`src/rtl/mem_port_arbiter.sv`:
```
// mem_port_arbiter: shares one SRAM-like memory port between instruction fetch
// and the load/store stage. Only one transaction is in flight at a time. Data
// wins ties unless fetch has already lost STARVE_LIMIT ties in a row. A fetch
// can be cancelled by a redirect; the bus transaction still completes, but its
// result is not returned to fetch.
module mem_port_arbiter #(
  parameter int STARVE_LIMIT = 4,
  parameter int CNT_W        = 3
) (
  input  logic        clk,
  input  logic        resetn,
  // fetch side
  input  logic        inst_req,
  input  logic [31:0] inst_addr,
  input  logic        inst_cancel,
  output logic        inst_addr_ok,
  output logic        inst_data_ok,
  output logic [31:0] inst_rdata,
  // mem-stage side
  input  logic        data_req,
  input  logic        data_wr,
  input  logic [3:0]  data_wstrb,
  input  logic [31:0] data_addr,
  input  logic [31:0] data_wdata,
  output logic        data_addr_ok,
  output logic        data_data_ok,
  output logic [31:0] data_rdata,
  // memory side
  output logic        mem_req,
  output logic        mem_wr,
  output logic [3:0]  mem_wstrb,
  output logic [31:0] mem_addr,
  output logic [31:0] mem_wdata,
  input  logic        mem_addr_ok,
  input  logic        mem_data_ok,
  input  logic [31:0] mem_rdata,
  output logic        arb_busy
);

  typedef enum logic [1:0] {IDLE, ISSUE, WAIT} state_t;

  typedef struct packed {
    logic        wr;
    logic [3:0]  wstrb;
    logic [31:0] addr;
    logic [31:0] wdata;
  } mem_cmd_t;

  state_t           state;
  logic             owner_inst;  // 1: fetch owns the transaction in flight
  logic             drop;        // fetch result must be discarded
  logic [CNT_W-1:0] starve_cnt;
  mem_cmd_t         cmd;

  logic tie_to_inst, grant_inst, grant_data, resp_done;

  // Arbitration happens only in IDLE; the reset gate keeps the accept
  // pulses low while resetn is asserted, even if requests are held.
  assign tie_to_inst  = (starve_cnt == CNT_W'(STARVE_LIMIT));
  assign grant_inst   = resetn && (state == IDLE) && inst_req && (!data_req || tie_to_inst);
  assign grant_data   = resetn && (state == IDLE) && data_req && !grant_inst;
  assign resp_done    = (state == WAIT) && mem_data_ok;

  assign inst_addr_ok = grant_inst;
  assign data_addr_ok = grant_data;
  assign inst_data_ok = resp_done && owner_inst && !drop;
  assign data_data_ok = resp_done && !owner_inst;
  assign inst_rdata   = inst_data_ok ? mem_rdata : 32'h0;
  assign data_rdata   = data_data_ok ? mem_rdata : 32'h0;

  // Memory command comes straight from the latched request, so it is
  // stable for the whole ISSUE phase regardless of requester inputs.
  assign mem_req      = (state == ISSUE);
  assign mem_wr       = cmd.wr;
  assign mem_wstrb    = cmd.wstrb;
  assign mem_addr     = cmd.addr;
  assign mem_wdata    = cmd.wdata;
  assign arb_busy     = (state != IDLE);

  // Transaction FSM: grant/latch in IDLE, hold the bus request in ISSUE,
  // wait for the response in WAIT; also tracks cancel and starvation.
  always_ff @(posedge clk or negedge resetn) begin
    if (!resetn) begin
      state      <= IDLE;
      owner_inst <= 1'b0;
      drop       <= 1'b0;
      starve_cnt <= '0;
      cmd        <= '0;
    end else begin
      case (state)
        IDLE: begin
          if (grant_inst) begin
            owner_inst <= 1'b1;
            drop       <= inst_cancel;
            cmd        <= '{wr: 1'b0, wstrb: 4'h0, addr: inst_addr, wdata: 32'h0};
            starve_cnt <= '0;
            state      <= ISSUE;
          end else if (grant_data) begin
            owner_inst <= 1'b0;
            drop       <= 1'b0;
            cmd        <= '{wr: data_wr, wstrb: data_wstrb, addr: data_addr, wdata: data_wdata};
            if (inst_req && !tie_to_inst)
              starve_cnt <= starve_cnt + 1'b1;
            state      <= ISSUE;
          end
        end
        ISSUE: begin
          if (owner_inst && inst_cancel) drop <= 1'b1;
          if (mem_addr_ok) state <= WAIT;
        end
        WAIT: begin
          if (owner_inst && inst_cancel) drop <= 1'b1;
          if (mem_data_ok) begin
            drop  <= 1'b0;
            state <= IDLE;
          end
        end
        default: state <= IDLE;
      endcase
    end
  end

endmodule

```
`config.mk`:
```
export PLATFORM = sky130hd
export DESIGN_NAME = mem_port_arbiter
export DESIGN_NICKNAME = d
export VERILOG_FILES = /design/src/rtl/mem_port_arbiter.sv
export SDC_FILE = /design/constraint.sdc
export NUM_CORES = 1
export LEC_CHECK = 0
export BUFFER_PORTS_ARGS = -buffer_cell sky130_fd_sc_hd__clkbuf_2
export CORE_ASPECT_RATIO = 0.75
export CORE_MARGIN = 3
export CORE_UTILIZATION = 37
export DETAILED_ROUTE_END_ITERATION = 7
export GPL_ROUTABILITY_DRIVEN = 0
export PLACE_DENSITY = 0.76
export SLEW_MARGIN = 15
export SYNTH_ARGS = -nofsm -noshare
export SYNTH_HDL_FRONTEND = slang
export SYNTH_SLANG_ARGS = --single-unit
```
`constraint.sdc`:
```
create_clock -name clk -period 1.4 [get_ports clk]
set_input_delay 0.07 -clock clk [delete_from_list [all_inputs] [get_ports clk]]
set_output_delay 0.07 -clock clk [all_outputs]
set_load 0.01 [all_outputs]
```
==> impl_metrics.ini <==
[floorplan]
coreArea_mm2 = 0.00997
num_rows = 31
die_area_mm2 = 0.0119
start_util = 0.393
die_w_um = 125
io_pins = 279
chipHeight_um = 95.1

[critical_path]
r2r_end = mem_wstrb[1]$_DFFE_PN0P_
reg2reg_depth = 7
endpoint = inst_rdata[26]
path_max_fanout = 8
startpoint = state[0]$_DFFE_PN0P_
path_common_cell = buf_6
reg2reg_from = state[0]$_DFFE_PN0P_
critical_path_class = flop to output port
crit_required_ns = 1.33
crit_chain = inv_2 > ha_4 > nand2_4 > nor3_4 > buf_6 > buf_8 > and2_4 > buf_6
endpoint_kind = output port
critical_path_buf_inv_count = 4
arrival_ns = 1.75
critPathMaxStageDelay_ns = 0.39
crit_path_start_kind = flop
path_depth = 8
critPathSlowestCell = dfrtp_1
regToRegSetupSlack_ns = -0.31
crit_family = buffers and inverters

[grt]
antenna_found_initial = 0
gr-total-overflow = 0
grt_max_degree = 53
grt_pass1_wl_um = 23300
grt_usage = 0.241
grt_pass1_vias = 4603

[route]
drcViolationCount = 0
avgViaCountPerCell = 5.24
drtIter0Drc = 360
ant_nets = 0
firstDrtPassIters = 5
drt-total-wl_um = 20000
vias = 5018
wl_per_cell_um = 20.8

[clocking]
clk_pin_slew_ns = 0.07
clock_latency_ns = 0.33
cts_num_sinks = 76
cts_buffers = 9
cts-root-buf = clkbuf_16
cts_tree = yes
htree_levels = 3
clockBufferDepth = 2

[final_layout]
diodes = 0
layout-drive-gt1-share = 0.621
finish.utilization = 0.825
multi_input_area_mm2 = 0.00247
regArea_mm2 = 0.00190
areaGrowthSynthToFinish_pct = 110
nFillCells = 483
nets = 968

[power_and_ir_drop]
p_seq_frac = 0.296
ir_drop_v = 0.000894
power_uw = 13300
power.leakage_uw = 0.00432
pwr-share-comb = 0.516
p_sw_uw = 5180
netSwitchingFraction = 0.390
p_clk_frac = 0.189
pwr_density_cell_mw_per_mm2 = 1620
p_int_uw = 8110

[synth]
muxShareOfSynthArea = 0.0817
netlist_area_mm2 = 0.00392
syn_avg_cell_area_um2 = 9.29
yosysWarnings = 0
synth-xor-area-share = 0
synth_compound_area_frac = 0.125
ys_top_cells_by_area = dfrtp_1 (49%), nand2_1 (11%), and2_1 (10%), mux2i_1 (8.2%), a21oi_1 (3.8%)
ys_types = 30
yosysTopAreaCellShare = 0.485
yosysSeqAreaShare = 0.485
yosys.area.top_type = dfrtp_1
syn_nets = 568
yosys_register_bits = 76
synthSimpleGateAreaFrac = 0.232
synthCells = 422
synth_top_family_by_area = simple AND/OR/NAND/NOR gates
synthAdderAreaFrac = 0.0192

[sta]
setup_viol = 144
relSlewSlack = 0.536
finalCritPeriodShare = 1.30
clock.fmax_ghz = 0.549
hold_viol = 0
worst_slack_ns = -0.421
tightest_slew_ns = 0.696
maxSlewViolCount = 0
skew_ns = 0.0107
rsz0062_at_grt = yes
fin_crit_ns = 1.82

[outcome]
status = finished, violations left
violations = setup timing

[hold_path]
hold_class = input pin to flop

[placement]
place_hpwl_um = 9900
io_buffer_count = 278

[flow_run]
maxCapViolCount = 0
[cell type report]
class,instances,area share
Timing Repair Buffer,418,0.407
Multi-Input combinational cell,310,0.300
Sequential cell,76,0.231
Clock buffer,9,0.0274
Tap cell,132,0.0201
Clock inverter,6,0.0110
Inverter,7,0.00350
[repair_timing]
action	in CTS	in global routing
gates cloned	3	22
pin swaps	6	76
gates resized for setup	21	286
setup endpoints to repair	144	146
endpoints found under the hold margin	139	0
setup buffers	6	18
hold buffers	72	0
[cells in the final DEF (no fill, tap or decap), types with 2 or more instances in the layout]
master	synthesis	final
clkbuf_2	0	248
dfrtp_1	76	76
nand2_1	114	73
dlygate4sd3_1	0	72
buf_6	8	44
and2_1	64	42
a21oi_2	8	29
o21ai_2	0	28
mux2i_1	32	28
clkbuf_16	0	25
nand2_4	0	23
and2_4	0	22
nand2_2	0	18
buf_4	7	18
buf_12	0	11
a21oi_4	0	8
o21ai_1	8	7
inv_1	7	4
buf_8	0	4
mux2i_2	0	3
ha_4	0	3
buf_2	3	3
nand3_4	1	2
nor2_4	1	2
inv_2	0	2
ha_1	6	2
clkinv_4	0	2
bufinv_16	0	2
buf_16	0	2
[worst min-delay path by stage]
stage,startpoint,end,slack [ns],cells past startpoint
final,data_addr[16],mem_addr[16]$_DFFE_PN0P_,0.01,3
after detailed placement,resetn,starve_cnt[2]$_DFFE_PN0P_,-0.10,1
after global placement,resetn,starve_cnt[2]$_DFFE_PN0P_,-0.11,1
after global routing,data_addr[14],mem_addr[14]$_DFFE_PN0P_,0.02,3
after CTS,data_addr[9],mem_addr[9]$_DFFE_PN0P_,0.004,3
after floorplan,resetn,drop$_DFFE_PN0P_,-0.23,0
[cell families (layout without fill, tap and decap cells)]
family | after synthesis | in the layout
simple gates | 188 | 188
compound gates | 84 | 84
flops | 76 | 76
buf+inv | 36 | 440
mux | 32 | 32
fa+ha+maj | 6 | 6
[synthesized netlist by cell type]
cell type	n
a21bo_2	1
a21boi_4	1
a21oi_1	30
a21oi_2	8
a31oi_1	2
a32o_1	1
and2_1	64
and3_1	1
buf_2	3
buf_4	7
buf_6	8
clkbuf_1	11
dfrtp_1	76
ha_1	6
inv_1	7
mux2i_1	32
nand2_1	114
nand2b_1	1
nand3_2	1
nand3_4	1
nor2_1	3
nor2_4	1
nor3_2	1
nor3b_1	1
o21ai_0	29
o21ai_1	8
o22a_1	1
o22ai_1	1
o31ai_1	1
o32ai_1	1
[worst register-to-register path, cell delays in order (launching register included)]
cell,delay [ns]
dfrtp_1,0.39
inv_2,0.11
buf_12,0.11
ha_4,0.17
and3_4,0.36
clkbuf_16,0.23
nand2_1,0.10
a21oi_2,0.16
[state kept, by name (all words and copies together) (netlist names)]
register / flops
mem_addr: 32
drop: 1
starve_cnt: 3
owner_inst: 1
mem_wr: 1
state: 2
mem_wdata: 32
mem_wstrb: 4
[metal layers]
layer / vias to the layer above / track usage / share of wire / wire [um]
met5: - / 0 / 0 / 0
met4: 0 / 0.0578 / 0.031 / 612
met3: 69 / 0.0605 / 0.090 / 1790
met2: 351 / 0.420 / 0.52 / 10300
met1: 2408 / 0.308 / 0.36 / 7250
li1: 2190 / - / - / -
[power groups by stage]
| stage | clock (uW) | sequential, uW | combinational [uW] |
|---|---|---|---|
| 2_1_floorplan | 0 | 4180 | 2000 |
| 3_3_place_gp | 0 | 3770 | 4280 |
| 6_report | 2500 | 3930 | 6850 |
| 4_1_cts | 2520 | 3800 | 4830 |
| 5_1_grt | 2640 | 4010 | 7260 |
| 3_5_place_dp | 0 | 3810 | 4440 |
[stage by stage]
stage	cells	setup TNS [ns]	setup WS [ns]	cell area [um^2]	hold WS, ns
5_1_grt	958	-51.68	-0.482	8220	0.0214
2_1_floorplan	422	-1.29	-0.0292	3970	-0.226
6_report	958	-42.97	-0.421	8220	0.0118
3_3_place_gp	828	-6.95	-0.107	5560	-0.109
4_1_cts	924	-35.70	-0.455	6810	0.00429
3_5_place_dp	828	-13.21	-0.214	5560	-0.104
Note: power is estimated with default switching activity, not from simulation.
